**src/rtl/alu_pkg.sv**
```systemverilog
// Shared definitions for the ALU command sequencer: opcodes, FSM states and
// the layout of one program entry.
package alu_pkg;

    localparam int OP_W    = 4;
    localparam int DATA_W  = 8;
    localparam int ENTRY_W = OP_W + DATA_W;

    localparam logic [OP_W-1:0] OP_ADD  = 4'h0;
    localparam logic [OP_W-1:0] OP_SUB  = 4'h1;
    localparam logic [OP_W-1:0] OP_SHL  = 4'h2;
    localparam logic [OP_W-1:0] OP_SHR  = 4'h3;
    localparam logic [OP_W-1:0] OP_ROL  = 4'h4;
    localparam logic [OP_W-1:0] OP_ROR  = 4'h5;
    localparam logic [OP_W-1:0] OP_AND  = 4'h6;
    localparam logic [OP_W-1:0] OP_OR   = 4'h7;
    localparam logic [OP_W-1:0] OP_XOR  = 4'h8;
    localparam logic [OP_W-1:0] OP_NAND = 4'h9;
    localparam logic [OP_W-1:0] OP_NOR  = 4'hA;
    localparam logic [OP_W-1:0] OP_NOT  = 4'hB;
    localparam logic [OP_W-1:0] OP_INC  = 4'hC;
    localparam logic [OP_W-1:0] OP_NOP  = 4'hD;
    localparam logic [OP_W-1:0] OP_HOLD = 4'hE;
    localparam logic [OP_W-1:0] OP_LOAD = 4'hF;

    typedef enum logic [2:0] {
        IDLE,
        SETUP,
        EXEC,
        CAPTURE,
        NEXT,
        DONE
    } seq_state_e;

    typedef struct packed {
        logic [OP_W-1:0]   op;
        logic [DATA_W-1:0] data;
    } prog_entry_t;

endpackage

```
**src/rtl/alu_op_sequencer_if.sv**
```systemverilog
// Command/result bus between the sequencer (master) and the ALU core (slave).
interface alu_op_sequencer_if;
    import alu_pkg::*;

    logic [OP_W-1:0]   alu_op_sel;
    logic [DATA_W-1:0] alu_input_bits;
    logic              alu_exec;
    logic [DATA_W-1:0] alu_y;

    modport master (
        output alu_op_sel,
        output alu_input_bits,
        output alu_exec,
        input  alu_y
    );

    modport slave (
        input  alu_op_sel,
        input  alu_input_bits,
        input  alu_exec,
        output alu_y
    );
endinterface

```
**src/rtl/seq_prog_mem.sv**
```systemverilog
// Program store: DEPTH entries of {op, data}, one synchronous write port and
// one asynchronous read port.
module seq_prog_mem
    import alu_pkg::*;
#(
    parameter  int DEPTH = 8,
    localparam int AW    = $clog2(DEPTH)
) (
    input  logic        clk,
    input  logic        we,
    input  logic [AW-1:0] waddr,
    input  prog_entry_t wdata,
    input  logic [AW-1:0] raddr,
    output prog_entry_t rdata
);

    logic [ENTRY_W-1:0] mem [DEPTH];

    // NOTE: the array has no reset; a reset would turn it into flops with a
    // huge reset fan-out, and every entry is written before it is ever run.
    always_ff @(posedge clk) begin
        if (we) begin
            mem[waddr] <= wdata;
        end
    end

    assign rdata = mem[raddr];

endmodule

```
**src/rtl/alu_op_sequencer.sv**
```systemverilog
// Issues a stored program of {op, data} entries to the ALU, strobing exec
// once per entry and capturing the ALU result after each strobe.
module alu_op_sequencer
    import alu_pkg::*;
#(
    parameter  int DEPTH   = 8,
    parameter  int SETTLE  = 2,
    parameter  int CAP_LAT = 1,
    localparam int AW      = $clog2(DEPTH)
) (
    input  logic              clk,
    input  logic              rst_n,
    input  logic              start,
    input  logic              abort,
    input  logic              prog_we,
    input  logic [AW-1:0]     prog_addr,
    input  logic [OP_W-1:0]   prog_op,
    input  logic [DATA_W-1:0] prog_data,
    input  logic [AW:0]       prog_len,
    alu_op_sequencer_if.master alu,
    output logic [AW-1:0]     pc,
    output logic [DATA_W-1:0] last_y,
    output logic              result_valid,
    output logic              busy,
    output logic              done
);

    localparam int CNT_MAX = (SETTLE > CAP_LAT) ? SETTLE : CAP_LAT;
    localparam int CW      = $clog2(CNT_MAX + 1);

    seq_state_e    state, state_d;
    logic          start_q, start_qq, start_rise;
    logic [AW:0]   len_q, len_d, len_clamped;
    logic [AW-1:0] pc_d, rd_addr;
    logic [CW-1:0] cnt;
    logic          load_cmd, capture, last_entry;
    prog_entry_t   rd_entry, cmd_q;

    seq_prog_mem #(.DEPTH(DEPTH)) u_mem (
        .clk   (clk),
        .we    (prog_we && (state == IDLE)),
        .waddr (prog_addr),
        .wdata ({prog_op, prog_data}),
        .raddr (rd_addr),
        .rdata (rd_entry)
    );

    assign start_rise  = start_q && !start_qq;
    assign len_clamped = (prog_len > (AW+1)'(DEPTH)) ? (AW+1)'(DEPTH) : prog_len;
    assign last_entry  = ({1'b0, pc} == (len_q - (AW+1)'(1)));

    // NOTE: every variable gets a default before the case so that no path
    // leaves one unassigned, which would otherwise infer a latch.
    always_comb begin
        state_d  = state;
        pc_d     = pc;
        len_d    = len_q;
        rd_addr  = pc;
        load_cmd = 1'b0;
        capture  = 1'b0;
        case (state)
            IDLE: begin
                rd_addr = '0;
                if (start_rise && !abort) begin
                    len_d = len_clamped;
                    pc_d  = '0;
                    if (len_clamped == '0) begin
                        state_d = DONE;
                    end else begin
                        state_d  = SETUP;
                        load_cmd = 1'b1;
                    end
                end
            end
            SETUP:   if (cnt == CW'(SETTLE - 1)) state_d = EXEC;
            EXEC:    state_d = CAPTURE;
            CAPTURE: begin
                if (cnt == CW'(CAP_LAT - 1)) begin
                    state_d = NEXT;
                    capture = 1'b1;
                end
            end
            NEXT: begin
                if (last_entry) begin
                    state_d = DONE;
                end else begin
                    pc_d     = pc + AW'(1);
                    rd_addr  = pc + AW'(1);
                    load_cmd = 1'b1;
                    state_d  = SETUP;
                end
            end
            DONE:    state_d = IDLE;
            default: state_d = IDLE;
        endcase
        // Abort beats everything: no new command, no capture, pc frozen.
        if (abort && (state != IDLE)) begin
            state_d  = IDLE;
            pc_d     = pc;
            load_cmd = 1'b0;
            capture  = 1'b0;
        end
    end

    // NOTE: sequential state uses non-blocking assignments so every flop
    // samples pre-edge values regardless of statement order.
    always_ff @(posedge clk or negedge rst_n) begin
        if (!rst_n) begin
            state <= IDLE;
        end else begin
            state <= state_d;
        end
    end

    always_ff @(posedge clk or negedge rst_n) begin
        if (!rst_n) begin
            start_q      <= 1'b0;
            start_qq     <= 1'b0;
            len_q        <= '0;
            pc           <= '0;
            cnt          <= '0;
            cmd_q        <= '0;
            last_y       <= '0;
            result_valid <= 1'b0;
        end else begin
            start_q      <= start;
            start_qq     <= start_q;
            len_q        <= len_d;
            pc           <= pc_d;
            result_valid <= capture;
            if (state_d != state) begin
                cnt <= '0;
            end else if ((state == SETUP) || (state == CAPTURE)) begin
                cnt <= cnt + CW'(1);
            end
            if (load_cmd) begin
                cmd_q <= rd_entry;
            end
            if (capture) begin
                last_y <= alu.alu_y;
            end
        end
    end

    assign alu.alu_op_sel     = cmd_q.op;
    assign alu.alu_input_bits = cmd_q.data;
    assign alu.alu_exec       = (state == EXEC) && !abort;
    assign busy               = (state != IDLE);
    assign done               = (state == DONE) && !abort;

endmodule

```
**src/flat_wrapper.sv**
```systemverilog
// flat-port wrapper written by rule: the top's interface ports become plain ports
module alu_op_sequencer_flat import alu_pkg::*;
#(
    parameter  int DEPTH   = 8,
    parameter  int SETTLE  = 2,
    parameter  int CAP_LAT = 1,
    localparam int AW      = $clog2(DEPTH)
)
  (clk, rst_n, start, abort, prog_we, prog_addr, prog_op, prog_data, prog_len, pc, last_y, result_valid, busy, done, alu_alu_op_sel, alu_alu_input_bits, alu_alu_exec, alu_alu_y);
  alu_op_sequencer_if alu_i ();
  input  logic clk;
  input  logic rst_n;
  input  logic start;
  input  logic abort;
  input  logic prog_we;
  input  logic [AW-1:0] prog_addr;
  input  logic [OP_W-1:0] prog_op;
  input  logic [DATA_W-1:0] prog_data;
  input  logic [AW:0] prog_len;
  output logic [AW-1:0] pc;
  output logic [DATA_W-1:0] last_y;
  output logic result_valid;
  output logic busy;
  output logic done;
  output wire logic [$bits(alu_i.alu_op_sel)-1:0] alu_alu_op_sel;
  output wire logic [$bits(alu_i.alu_input_bits)-1:0] alu_alu_input_bits;
  output wire logic [$bits(alu_i.alu_exec)-1:0] alu_alu_exec;
  input wire logic [$bits(alu_i.alu_y)-1:0] alu_alu_y;
  assign alu_alu_op_sel = alu_i.alu_op_sel;
  assign alu_alu_input_bits = alu_i.alu_input_bits;
  assign alu_alu_exec = alu_i.alu_exec;
  assign alu_i.alu_y = alu_alu_y;
  alu_op_sequencer #(.DEPTH(DEPTH), .SETTLE(SETTLE), .CAP_LAT(CAP_LAT)) u_core (.clk(clk), .rst_n(rst_n), .start(start), .abort(abort), .prog_we(prog_we), .prog_addr(prog_addr), .prog_op(prog_op), .prog_data(prog_data), .prog_len(prog_len), .alu(alu_i), .pc(pc), .last_y(last_y), .result_valid(result_valid), .busy(busy), .done(done));
endmodule
```
**config.mk**
```make
export PLATFORM = sky130hd
export DESIGN_NAME = alu_op_sequencer_flat
export DESIGN_NICKNAME = d
export VERILOG_FILES = /design/src/rtl/alu_pkg.sv /design/src/rtl/alu_op_sequencer_if.sv /design/src/rtl/seq_prog_mem.sv /design/src/rtl/alu_op_sequencer.sv /design/src/flat_wrapper.sv
export SDC_FILE = /design/constraint.sdc
export NUM_CORES = 1
export LEC_CHECK = 0
export CAP_MARGIN = 20
export CORE_UTILIZATION = 40
export DETAILED_ROUTE_END_ITERATION = 16
export DONT_BUFFER_PORTS = 1
export PLACE_DENSITY_LB_ADDON = 0.12
export SYNTH_ARGS = -nofsm -noshare
export SYNTH_HDL_FRONTEND = slang
export SYNTH_SLANG_ARGS = --single-unit
```
**constraint.sdc**
```tcl
create_clock -name clk -period 3.2 [get_ports clk]
set_clock_uncertainty 0.1 [all_clocks]
set_input_delay 0.48 -clock clk [delete_from_list [all_inputs] [get_ports clk]]
set_output_delay 0.48 -clock clk [all_outputs]
set_load 0.005 [all_outputs]
```
Word level (Yosys, flattened, before mapping)
Memory sizes are Yosys's and may differ from the RTL's. A register that Yosys moved wholly into a read port is not among the register bits.
Cells that the tools add are included.
Word-level totals
  input bits: 32
  memories: 1
  register bits after elaboration: 23
  RAM bits: 96
Memories
  u_core.u_mem.mem: depth 8, width 12, read ports 1, clocked after memory_dff 1, wr ports 1, line seq_prog_mem.sv:17  | logic [ENTRY_W-1:0] mem [DEPTH];
Operators by class
  mux-type cells: 24
  reduce and logical (&&, ||, !) cells: 18
  bitwise logic cells: 1
  eq/ne operators: 9
  magnitude comparators: 1
  add/sub/neg operators: 3
Operators by type and width (number)
  two-way mux 3 bit: 8
  case mux 3 bit (5 select lines): 1
  case mux 3 bit (2 select lines): 2
  two-way mux 1 bit: 9
  == test 3 x 2 -> 1 bit (second input constant): 2
  == test 3 bit (second input constant): 2
  logical AND 1 bit: 6
  == test 3 x 4 -> 1 bit: 1
  greater-than comparator 4 bit (second input constant): 1
  logical NOT 4 bit: 1
  two-way mux 2 bit: 2
  two-way mux 4 bit: 1
  nonzero test 2 bit: 2
  subtractor 4 x 1 -> 4 bit (second input constant): 1
  adder 3 x 1 -> 3 bit (second input constant): 1
  == test 3 x 1 -> 1 bit (second input constant): 1
  logical NOT 1 bit: 3
  logical NOT 3 bit: 1
  inequality test 3 bit: 1
  AND reduction 3 bit: 1
  nonzero test 3 bit: 1
  adder 2 x 1 -> 2 bit (second input constant): 1
  == test 2 x 1 -> 1 bit (second input constant): 1
  logical NOT 2 bit: 1
  other kinds (5): 5

Longest topological paths before layout
Gate-level depths: netlist (run 1).
  depth in word-level cells: 9
  depth in mapped cells: 11
  gate-level depth less buffers: 9

Modules after synthesis
From an unflattened synthesis (run 1), not the netlist that was laid out.
Unflattened totals
  cell total of the unflattened synthesis: 311
  area total of the unflattened synthesis: 5571.6 µm²
By module, submodules not included
  seq_prog_mem: seq. area each 2882.8 µm², area each 3747.3 µm², times used 1, cells each 152
  alu_op_sequencer: seq. area each 875.8 µm², area each 1824.2 µm², times used 1, cells each 159

Worst setup path after synthesis (run 1)
OpenSTA, ideal clock, no wires.
  kind: register to register
  start: register u_core.state[0]
  end: memory u_core.u_mem.mem[0][0] (netlist bit) (enable)
  required time: 2.704 ns
  path slack: 0.485 ns
  stages on the path, launching flop included: 7
  period minus slack after synthesis: 2.715 ns
  arrival: 2.219 ns
  cells stage by stage: dfrtp_1 > or2_2 > clkbuf_1 > nor2_1 > inv_1 > or2_2 > nor3_1
Between the ends
  longest elaborated chain between the ends: 4
RTL lines
  start, declared: line alu_op_sequencer.sv:31  | seq_state_e state, state_d;
  start signal, assigned: line alu_op_sequencer.sv:111  | state <= state_d;
  logical NOT 3 bit: line alu_op_sequencer.sv:41  | .we (prog_we && (state == IDLE)),
  logical AND 1 bit: line alu_op_sequencer.sv:41
  two-way mux 1 bit: line seq_prog_mem.sv:22  | if (we) begin
  two-way mux 1 bit (implied by the code): line seq_prog_mem.sv:23  | mem[waddr] <= wdata;
  end, declared: line seq_prog_mem.sv:17
Every way passes these cells.

Final worst setup path (run 1)
  start: register u_core.len_q[0]
  end: register, netlist name u_core.alu.alu_input_bits[3]
Between the ends
  longest elaborated chain between the ends: 5
RTL lines
  start, declared: line alu_op_sequencer.sv:33  | logic [AW:0] len_q, len_d, len_clamped;
  start signal, assigned: line alu_op_sequencer.sv:128  | len_q <= len_d;
  subtractor 4 x 1 -> 4 bit (*): line alu_op_sequencer.sv:50  | assign last_entry = ({1'b0, pc} == (len_q - (AW+1)'(1)));
  == test 3 x 4 -> 1 bit (*): line alu_op_sequencer.sv:50
  two-way mux 1 bit: line alu_op_sequencer.sv:84  | if (last_entry) begin
  case mux 1 bit (2 select lines): line alu_op_sequencer.sv:61  | case (state)
  two-way mux 1 bit: line alu_op_sequencer.sv:97  | if (abort && (state != IDLE)) begin
Mark *: on every way between the ends. The rest lies on a longest branch, timed or not.
A chain may end at the register's enable or synchronous reset.

==> qor.yml, run 1 <==
status: "finished, final reports clean"
hp-class: "in -> reg"
grt_pass1_wl_um: 16950
path_max_fanout: 12
cp_slowest_stage_delay_ns: 0.39
p_switching_w: 0.001201
syn_area_um2: 5585
ios: 59
numPortBuffers: 0
final_cell_mix: "96 x edfxtp_1, 50 x mux2i_1, 42 x nand2_1, 35 x dfrtp_1, 18 x buf_4"
cap_violations: 0
cts-root-buf: "clkbuf_16"
power_frac_seq_pct: 47.5
crit_arrival_ns: 2.90
antenna_cells: 0
slew_violations: 0
synth_top_area_share_pct: 51.61
postCtsResizedCells: 0
synth_cell_types: 56
firstDrtPassIters: 4
worst_pin_slew_ns: 0.6845
grt_max_degree: 49
grtUsageTotal_pct: 16.49
drt-total-wl_um: 11100
max_slew_margin_pct: 54.12
cts_tree: "built"
async_reset_ff_share_pct: 26.72
power.share.combinational_pct: 14.9
period_minus_slack_ns: 2.715
path_clk_slew_ns: 0.05
nets: 432
end_kind: "flip-flop"
cts_num_sinks: 131
first_global_vias: 3084
initial_core_util_pct: 41.52
vias: 3093
drc_errors: 0
yosys-top-cells-area: "edfxtp_1 52%, dfrtp_1 16%, mux2i_1 9.0%"
yosys.area.top_type: "edfxtp_1"
crit_slowest_cell: "dfrtp_1"
rows: 42
vdd_drop_max_mv: 0.3686
timing.critical_path.buf_inv: 2
cts_setup_buffers: 0
drive_gt1_share_pct: 17.11
ys.flop_type: "edfxtp_1"
drt-initial-drc-count: 262
postRouteAntennaNets: 0
start_kind: "flip-flop"
layout_commonest_cell: "edfxtp_1"
crit_type: "reg -> reg"
area_delta_synth_final_pct: 16.06
grt.overflow.total: 0
cpLargestDelayFamily: "compound AO/OA/AOI/OAI gates"
routabilityCongestion: 0.7470
grt_setup_unrepaired: "no"
ys_ff_latch: 131
crit_chain: "inv_1 -> ha_1 -> xor2_4 -> and2_4 -> o21ai_2 -> mux2_4 -> a221oi_2 -> buf_4 -> a22oi_1 -> o2111a_1"
dieArea_um2: 14440
viasPerCell: 5.287
utilization_pct: 48.19
synth_seq_area_share_pct: 67.29
clock_latency_ns: 0.41
core_region_area_um2: 13450
syn-num-nets: 408
cts_buffer_depth: 2
period_share_pct: 84.84
dieWidth_um: 120.2
finalSetupTns_ns: 0
ctsHtreeMaxLevel: 4
cts_inserted_buffers: 17
max_freq_mhz: 368.3
power_density_nw_per_um2: 718.9
setup_viol: 0
clockPowerShare_pct: 37.6
dp_hpwl_um: 6862
internal-power_w: 0.003460
hold_viol: 0
wl_per_cell_um: 18.98
antenna_found_initial: 0
synth_edf_count: 96
p_leak_nw: 2.177
netlist_instances: 372
p_sw_share_pct: 25.76
ys_warn_count: 0
die_h_um: 120.2
required_ns: 3.39
avgSynthCellArea_um2: 15.01
==> worst reg2reg max path: cells and delay by family (launching register included) <==
kind	cells	cell delay, ns
AO/OA/AOI/OAI	4	0.82
XOR/XNOR	1	0.18
adder cells (fa/ha/maj)	1	0.25
buffers and inverters	2	0.32
flip-flops	1	0.39
multiplexers	1	0.36
AND/OR/NAND/NOR	1	0.19
==> state kept, by name (all words and copies together), names as in the netlist <==
register,cells
u_core.start_qq,1
u_core.result_valid,1
u_core.alu.alu_input_bits,8
u_core.u_mem.mem,96
u_core.state,3
u_core.pc,3
u_core.cnt,2
u_core.alu.alu_op_sel,4
u_core.start_q,1
u_core.len_q,4
u_core.last_y,8
==> what timing repair did <==
action / CTS / global route
hold endpoints to repair: 36 / 0
hold buffers: 3 / 0
setup endpoints to repair: 0 / 0
==> final cells by class <==
| type | count | area [µm²] |
|---|---|---|
| fillers | 1187 | 6970 |
| flip-flops and latches | 131 | 3759 |
| multi-input cells | 216 | 1715 |
| clock buffers | 21 | 460.4 |
| well taps | 176 | 220.2 |
| repair buffers | 23 | 215.2 |
| clock inverters | 11 | 86.33 |
| inverters | 7 | 26.28 |
==> stage by stage <==
stage | power [W] | cell area, µm² | hold WS, ns | cells | setup WS, ns
5_1_grt | 0.004882 | 6482 | 0.03104 | 585 | 0.3156
3_3_place_gp | 0.002919 | 5896 | 0.08530 | 550 | 0.4938
4_1_cts | 0.004727 | 6482 | 0.01793 | 585 | 0.4617
6_report | 0.004660 | 6482 | 0.04836 | 585 | 0.4850
3_5_place_dp | 0.002944 | 5896 | 0.08553 | 550 | 0.4802
2_1_floorplan | 0.002749 | 5585 | 0.08441 | 372 | 0.4849
==> layer usage <==
layer  GRT usage (%)  vias to the layer above  routed length, µm
met5               0                        -                  0
met2           25.22                       81               5318
li1                -                     1465                  -
met1           21.02                     1543               5025
met3           6.416                        4                711
met4           6.328                        0                 46
==> cells in the mapped netlist (2+ instances only) <==
cell / instances
edfxtp_1: 96
mux2i_1: 50
nand2_1: 42
dfrtp_1: 35
a22oi_1: 12
o2111a_1: 12
nor2_1: 11
nor3_1: 8
a21oi_1: 7
inv_1: 7
mux2_1: 7
o21ai_0: 7
nand2b_1: 6
buf_6: 5
clkbuf_1: 5
buf_4: 4
ha_1: 4
nor3b_1: 4
buf_2: 3
nor2b_1: 3
a22o_1: 2
and2_1: 2
mux2_2: 2
nand3_1: 2
nand3b_1: 2
nor3_2: 2
or2_2: 2
xnor2_1: 2
==> cells by family after synthesis <==
family,share of synthesized area (%)
adders and majority gates,0.8961
muxes,11.29
xor gates and xnor gates,0.9634
AOI/OAI and AO/OA,8.423
buffers and inverters,2.688
and+or+nand+nor,8.446
DFF,67.29
==> worst paths after layout <==
kind                                        startpoint                                       end  slack [ns]  cells after the start
max                        u_core.len_q[0]$_DFFE_PN0P_  u_core.alu.alu_input_bits[3]$_DFFE_PN0P_        0.49                     10
min                                              abort                 u_core.state[1]$_DFF_PN0_        0.05                      1
max reg2reg                u_core.len_q[0]$_DFFE_PN0P_  u_core.alu.alu_input_bits[3]$_DFFE_PN0P_        0.49                     10
min reg2reg                   u_core.start_q$_DFF_PN0_                 u_core.start_qq$_DFF_PN0_        0.29                      0
max in group asynchronous                        rst_n             u_core.result_valid$_DFF_PN0_        2.33                      2
min in group asynchronous                        rst_n      u_core.alu.alu_op_sel[1]$_DFFE_PN0P_        0.47                      2
==> power groups by stage <==
stage          clock, W  combinational, W  sequential (W)
2_1_floorplan         0          0.000570         0.00218
4_1_cts         0.00180          0.000710         0.00222
6_report        0.00175          0.000696         0.00221
3_3_place_gp          0          0.000671         0.00225
3_5_place_dp          0          0.000690         0.00225
5_1_grt         0.00187          0.000771         0.00225
No activity file was read; power rests on OpenSTA's default activity.
==> run 2: changes to the inputs <==
clock period = 2.5 ns   (was 3.2 ns; I/O delays follow)
==> run 2 against run 1 <==
Flip-flop and latch count unchanged. Sequential share of layout area decreased by 4.5 points. Critical path type unchanged. Combinational power increased by 64%. Clock power grew 29%.
==> qor.yml, run 2 (synthesis gave the netlist of run 1 again) <==
status: "finished, final reports clean"
dieArea_um2: 14440
initial_core_util_pct: 41.52
clock_latency_ns: 0.42
rows: 42
use_met3_pct: 5.941
period_share_pct: 99.68
max_slew_margin_pct: 75.59
largest_reg_flops: 96
r2r_slack_ns: 0.008
antenna_cells: 0
grtUsageTotal_pct: 17.64
hp-class: "in -> reg"
path_max_fanout: 12
crit_arrival_ns: 2.69
gr-usage-met2_pct: 29.02
regMostFlops: "u_core.u_mem.mem"
power_density_nw_per_um2: 882.2
finalNonFillerCells: 628
grt_setup_unrepaired: "yes"
drt-initial-drc-count: 213
vdd_drop_max_mv: 0.5059
setup_viol: 0
drt-total-wl_um: 11910
cts_buffer_depth: 2
postRouteAntennaNets: 0
dp.cells: 567
fin_area_um2: 7029
placed_area_um2: 6098
max_freq_mhz: 401.3
dp_hpwl_um: 7241
numPortBuffers: 0
cap_violations: 0
layout_commonest_cell: "edfxtp_1"
path_clk_slew_ns: 0.05
die_h_um: 120.2
vias: 3300
worst_pin_slew_ns: 0.3610
crit_type: "reg -> reg"
dieWidth_um: 120.2
grt.overflow.total: 0
wl_per_cell_um: 18.96
routabilityCongestion: 0.8074
grt_max_degree: 36
end_kind: "flip-flop"
ctsHtreeMaxLevel: 4
drc_errors: 0
grt_pass1_wl_um: 18460
period_minus_slack_ns: 2.492
cts_inserted_buffers: 17
ios: 59
core_region_area_um2: 13450
hold_viol: 0
busiest_layer: "met2"
drive_gt1_share_pct: 20.58
power.total_w: 0.006201
antenna_found_initial: 0
final_cell_mix: "96 x edfxtp_1, 48 x mux2i_1, 42 x nand2_1, 35 x dfrtp_1, 28 x buf_4"
start_kind: "flip-flop"
firstDrtPassIters: 4
p_leak_nw: 2.402
nets: 475
area_delta_synth_final_pct: 25.85
cts_tree: "built"
hold_slack_ns: 0.01232
cts-root-buf: "clkbuf_16"
viasPerCell: 5.255
required_ns: 2.70
cts_num_sinks: 131
first_global_vias: 3411
slew_violations: 0
use_met1_pct: 21.22
run 2: layer usage:
layer / part of all wire [%] / wire, µm / vias up
met5: 0 / 0 / -
met2: 49 / 5887 / 82
li1: - / - / 1555
met4: 1.5 / 176 / 0
met1: 44 / 5204 / 1645
met3: 5.4 / 640 / 18
run 2: final timing paths:
path,start,end,cells past startpoint
max,u_core.len_q[0]$_DFFE_PN0P_,u_core.alu.alu_op_sel[0]$_DFFE_PN0P_,10
min,prog_len[0],u_core.len_q[0]$_DFFE_PN0P_,2
max reg2reg,u_core.len_q[0]$_DFFE_PN0P_,u_core.alu.alu_op_sel[0]$_DFFE_PN0P_,10
min reg2reg,u_core.start_q$_DFF_PN0_,u_core.start_qq$_DFF_PN0_,0
max in group asynchronous,rst_n,u_core.alu.alu_input_bits[6]$_DFFE_PN0P_,2
min in group asynchronous,rst_n,u_core.start_q$_DFF_PN0_,2
run 2: area by class of cell:
| cell class | count | area [µm²] |
|---|---|---|
| clock buffers | 23 | 457.9 |
| clock inverters | 9 | 83.83 |
| fillers | 1159 | 6424 |
| inverters | 7 | 26.28 |
| multi-input cells | 216 | 1752 |
| flip-flops and latches | 131 | 3759 |
| well taps | 176 | 220.2 |
| repair buffers | 66 | 730.7 |
run 2: through the flow:
step / TNS [ns] / worst slack (ns) / utilization [%]
CTS: 0 / 0.002959 / 51.48
global placement: 0 / 0.009410 / 45.33
detailed placement: -0.0002673 / -0.0002673 / 45.33
finish: 0 / 0.008002 / 52.25
floorplan: -7.744 / -0.2151 / -
global route: -0.8137 / -0.08408 / 52.25
run 2: power breakdown:
| group | switching [W] | leakage [nW] | total [W] | internal, W |
|---|---|---|---|---|
| Sequential | 0.000190 | 1.30 | 0.00280 | 0.00261 |
| Clock | 0.000870 | 0.254 | 0.00226 | 0.00139 |
| Combinational | 0.000569 | 0.851 | 0.00114 | 0.000573 |
| Total | 0.00163 | 2.40 | 0.00620 | 0.00457 |
run 2: timing repair:
item,4_1_cts,5_1_grt
hold buffers,26,0
endpoints found under the setup margin,4,12
pin swaps,2,2
resized for setup,2,6
cloned,0,2
endpoints found under the hold margin,143,0
buffers inserted,0,1
run 2: critical path, cell delays in order, from the launching register on:
cell and delay, ns:
dfrtp_1 0.35, inv_1 0.05, ha_1 0.24, xor2_4 0.17, and2_4 0.18, o21ai_2 0.18
mux2_4 0.35, a221oi_4 0.34, buf_12 0.19, a22oi_1 0.09, o2111a_1 0.14
==> run 3: changes to the inputs <==
CELL_PAD_IN_SITES_DETAIL_PLACEMENT = 2   (was not set)
CELL_PAD_IN_SITES_GLOBAL_PLACEMENT = 2   (was not set)
==> run 3 against run 2 <==
The run now ends with setup timing left. Hold slack better by 0.0096 ns. Clock-buffer cell count increased by 2. Critical endpoint is now u_core.alu.alu_op_sel[1]$_DFFE_PN0P_. Critical path depth grew 1.
==> qor.yml, run 3 (synthesis gave the netlist of run 1 again) <==
status: "complete, but fails checks"
failed_checks: "setup timing"
hp-start: "prog_len[0]"
drive_gt1_share_pct: 25.71
clockPowerShare_pct: 38.5
regMostFlops: "u_core.u_mem.mem"
rr_endpoint: "u_core.alu.alu_op_sel[1]$_DFFE_PN0P_"
finalSetupTns_ns: -0.1396
max_freq_mhz: 393.6
drt-initial-drc-count: 184
ios: 59
power.share.combinational_pct: 18.6
largest_reg_flops: 96
grt_max_degree: 36
slew_violations: 0
path_clk_slew_ns: 0.06
drc_errors: 0
crit_chain: "inv_2 -> ha_4 -> xor2_1 -> o211a_1 -> o2111ai_1 -> o211ai_4 -> buf_12 -> buf_12 -> mux2i_1 -> a22oi_2 -> o2111a_1"
final_cell_mix: "96 x edfxtp_1, 45 x mux2i_1, 42 x nand2_1, 35 x dfrtp_1, 25 x buf_4"
worst-r2r-cell-count: 11
crit_arrival_ns: 2.74
postRouteAntennaNets: 0
hold_slack_ns: 0.02188
cts_buffer_depth: 2
period_share_pct: 101.6
cts_num_sinks: 131
fin_area_um2: 7224
start_kind: "flip-flop"
hp-class: "in -> reg"
cp_slowest_stage_delay_ns: 0.37
power_frac_seq_pct: 42.9
worst_pin_slew_ns: 0.6971
viasPerCell: 5.379
utilization_pct: 53.70
placed_area_um2: 6163
place_ws_ns: -0.1530
grt_setup_unrepaired: "yes"
vdd_drop_max_mv: 0.5706
wl_per_cell_um: 22.49
postLayoutSetupSlackWorst_ns: -0.04048
cap_violations: 0
grt.overflow.total: 0
drt-total-wl_um: 14190
core_region_area_um2: 13450
ctsHtreeMaxLevel: 4
cpLargestDelayFamily: "compound AO/OA/AOI/OAI gates"
grtUsageTotal_pct: 22.11
path_common_cell: "buf_12"
end_kind: "flip-flop"
vias: 3394
max_slew_margin_pct: 53.28
crit_slowest_cell: "dfrtp_1"
cts_inserted_buffers: 17
cts_tree: "built"
hold_end: "u_core.len_q[0]$_DFFE_PN0P_"
path_max_fanout: 14
initial_core_util_pct: 41.52
p_switching_w: 0.001762
numPortBuffers: 0
period_minus_slack_ns: 2.540
crit_type: "reg -> reg"
dp_hpwl_um: 9237
dieArea_um2: 14440
r2r_slack_ns: -0.04
min_path_cells: 2
rows: 42
clock_latency_ns: 0.42
required_ns: 2.70
nets: 478
die_h_um: 120.2
firstDrtPassIters: 4
grt_pass1_wl_um: 22810
hold_viol: 0
p_sw_share_pct: 26.82
first_global_vias: 3881
crit-reg2reg-launch: "u_core.len_q[1]$_DFFE_PN0P_"
area_delta_synth_final_pct: 29.35
cts-root-buf: "clkbuf_16"
layout_commonest_cell: "edfxtp_1"
antenna_cells: 0
power_density_nw_per_um2: 909.3
timing.critical_path.buf_inv: 3
fillers: 1238
p_leak_nw: 2.485
internal-power_w: 0.004807
routabilityCongestion: 0.7951
dieWidth_um: 120.2
cp.depth: 11
antenna_found_initial: 0
setup_viol: 10
-- run 3: cell count changes in the layout (fill, tap and decap cells not counted), sizes merged --
| cell | before | now |
|---|---|---|
| dlygate4sd3 | 25 | 24 |
| buf | 39 | 45 |
| inv | 8 | 10 |
| clkinvlp | 4 | 1 |
| bufinv | 1 | 0 |
-- run 3: worst reg2reg max path: cells and delay by family, from the launching register on --
family / cells / cell delay, ns
DFF: 1 / 0.37
buffers and inverters: 3 / 0.39
adders and majority gates: 1 / 0.26
muxes: 1 / 0.30
AOI/OAI and AO/OA: 5 / 0.84
xor gates and xnor gates: 1 / 0.17
-- run 3: final cells by class --
cell class | instances | area [µm²] | share of cell area [%]
timing repair buffer | 69 | 767.0 | 10.62
multi-input combinational | 216 | 1829 | 25.32
inverter | 7 | 26.28 | 0.3637
clock inverter | 7 | 51.30 | 0.7101
clock buffer | 25 | 571.8 | 7.915
tap | 176 | 220.2 | 3.048
sequential | 131 | 3759 | 52.03
-- run 3: layer usage --
| layer | track usage, % | part of all wire [%] |
|---|---|---|
| met1 | 26.77 | 41 |
| met5 | 0 | 0 |
| met2 | 38.22 | 54 |
| met4 | 7.734 | 1.4 |
| met3 | 5.371 | 3.9 |
-- run 3: worst max-delay path by stage --
stage	from	endpoint	slack, ns
after floorplan	u_core.state[0]$_DFF_PN0_	u_core.u_mem.mem[0][0]$_DFFE_PP_	-0.22
after global placement	u_core.len_q[0]$_DFFE_PN0P_	u_core.alu.alu_input_bits[7]$_DFFE_PN0P_	-0.004
after detailed placement	u_core.len_q[1]$_DFFE_PN0P_	u_core.alu.alu_op_sel[0]$_DFFE_PN0P_	-0.15
after CTS	u_core.len_q[1]$_DFFE_PN0P_	u_core.alu.alu_op_sel[0]$_DFFE_PN0P_	-0.06
after global routing	u_core.len_q[0]$_DFFE_PN0P_	u_core.alu.alu_op_sel[0]$_DFFE_PN0P_	-0.13
final	u_core.len_q[1]$_DFFE_PN0P_	u_core.alu.alu_op_sel[1]$_DFFE_PN0P_	-0.04
-- run 3: timing repair --
item | CTS | global route
buffers inserted | 5 | 0
resized for setup | 22 | 8
endpoints found under the hold margin | 143 | 0
setup endpoints to repair | 12 | 12
hold buffers | 25 | 0
pin swaps | 11 | 8
cloned | 0 | 0
-- run 3: stage by stage --
step | std cells | total power, W
after global routing | 631 | 0.006845
final | 631 | 0.006569
after floorplan | 372 | 0.003518
after CTS | 631 | 0.006622
after detailed placement | 569 | 0.003951
after global placement | 569 | 0.003884
-- run 3: power by group through the flow --
| stage | combinational (W) | clock, W | sequential (W) |
|---|---|---|---|
| finish | 0.00122 | 0.00253 | 0.00282 |
| global route | 0.00133 | 0.00266 | 0.00285 |
| CTS | 0.00122 | 0.00257 | 0.00282 |
| detailed placement | 0.00109 | 0 | 0.00286 |
| global placement | 0.00104 | 0 | 0.00285 |
| floorplan | 0.000729 | 0 | 0.00279 |
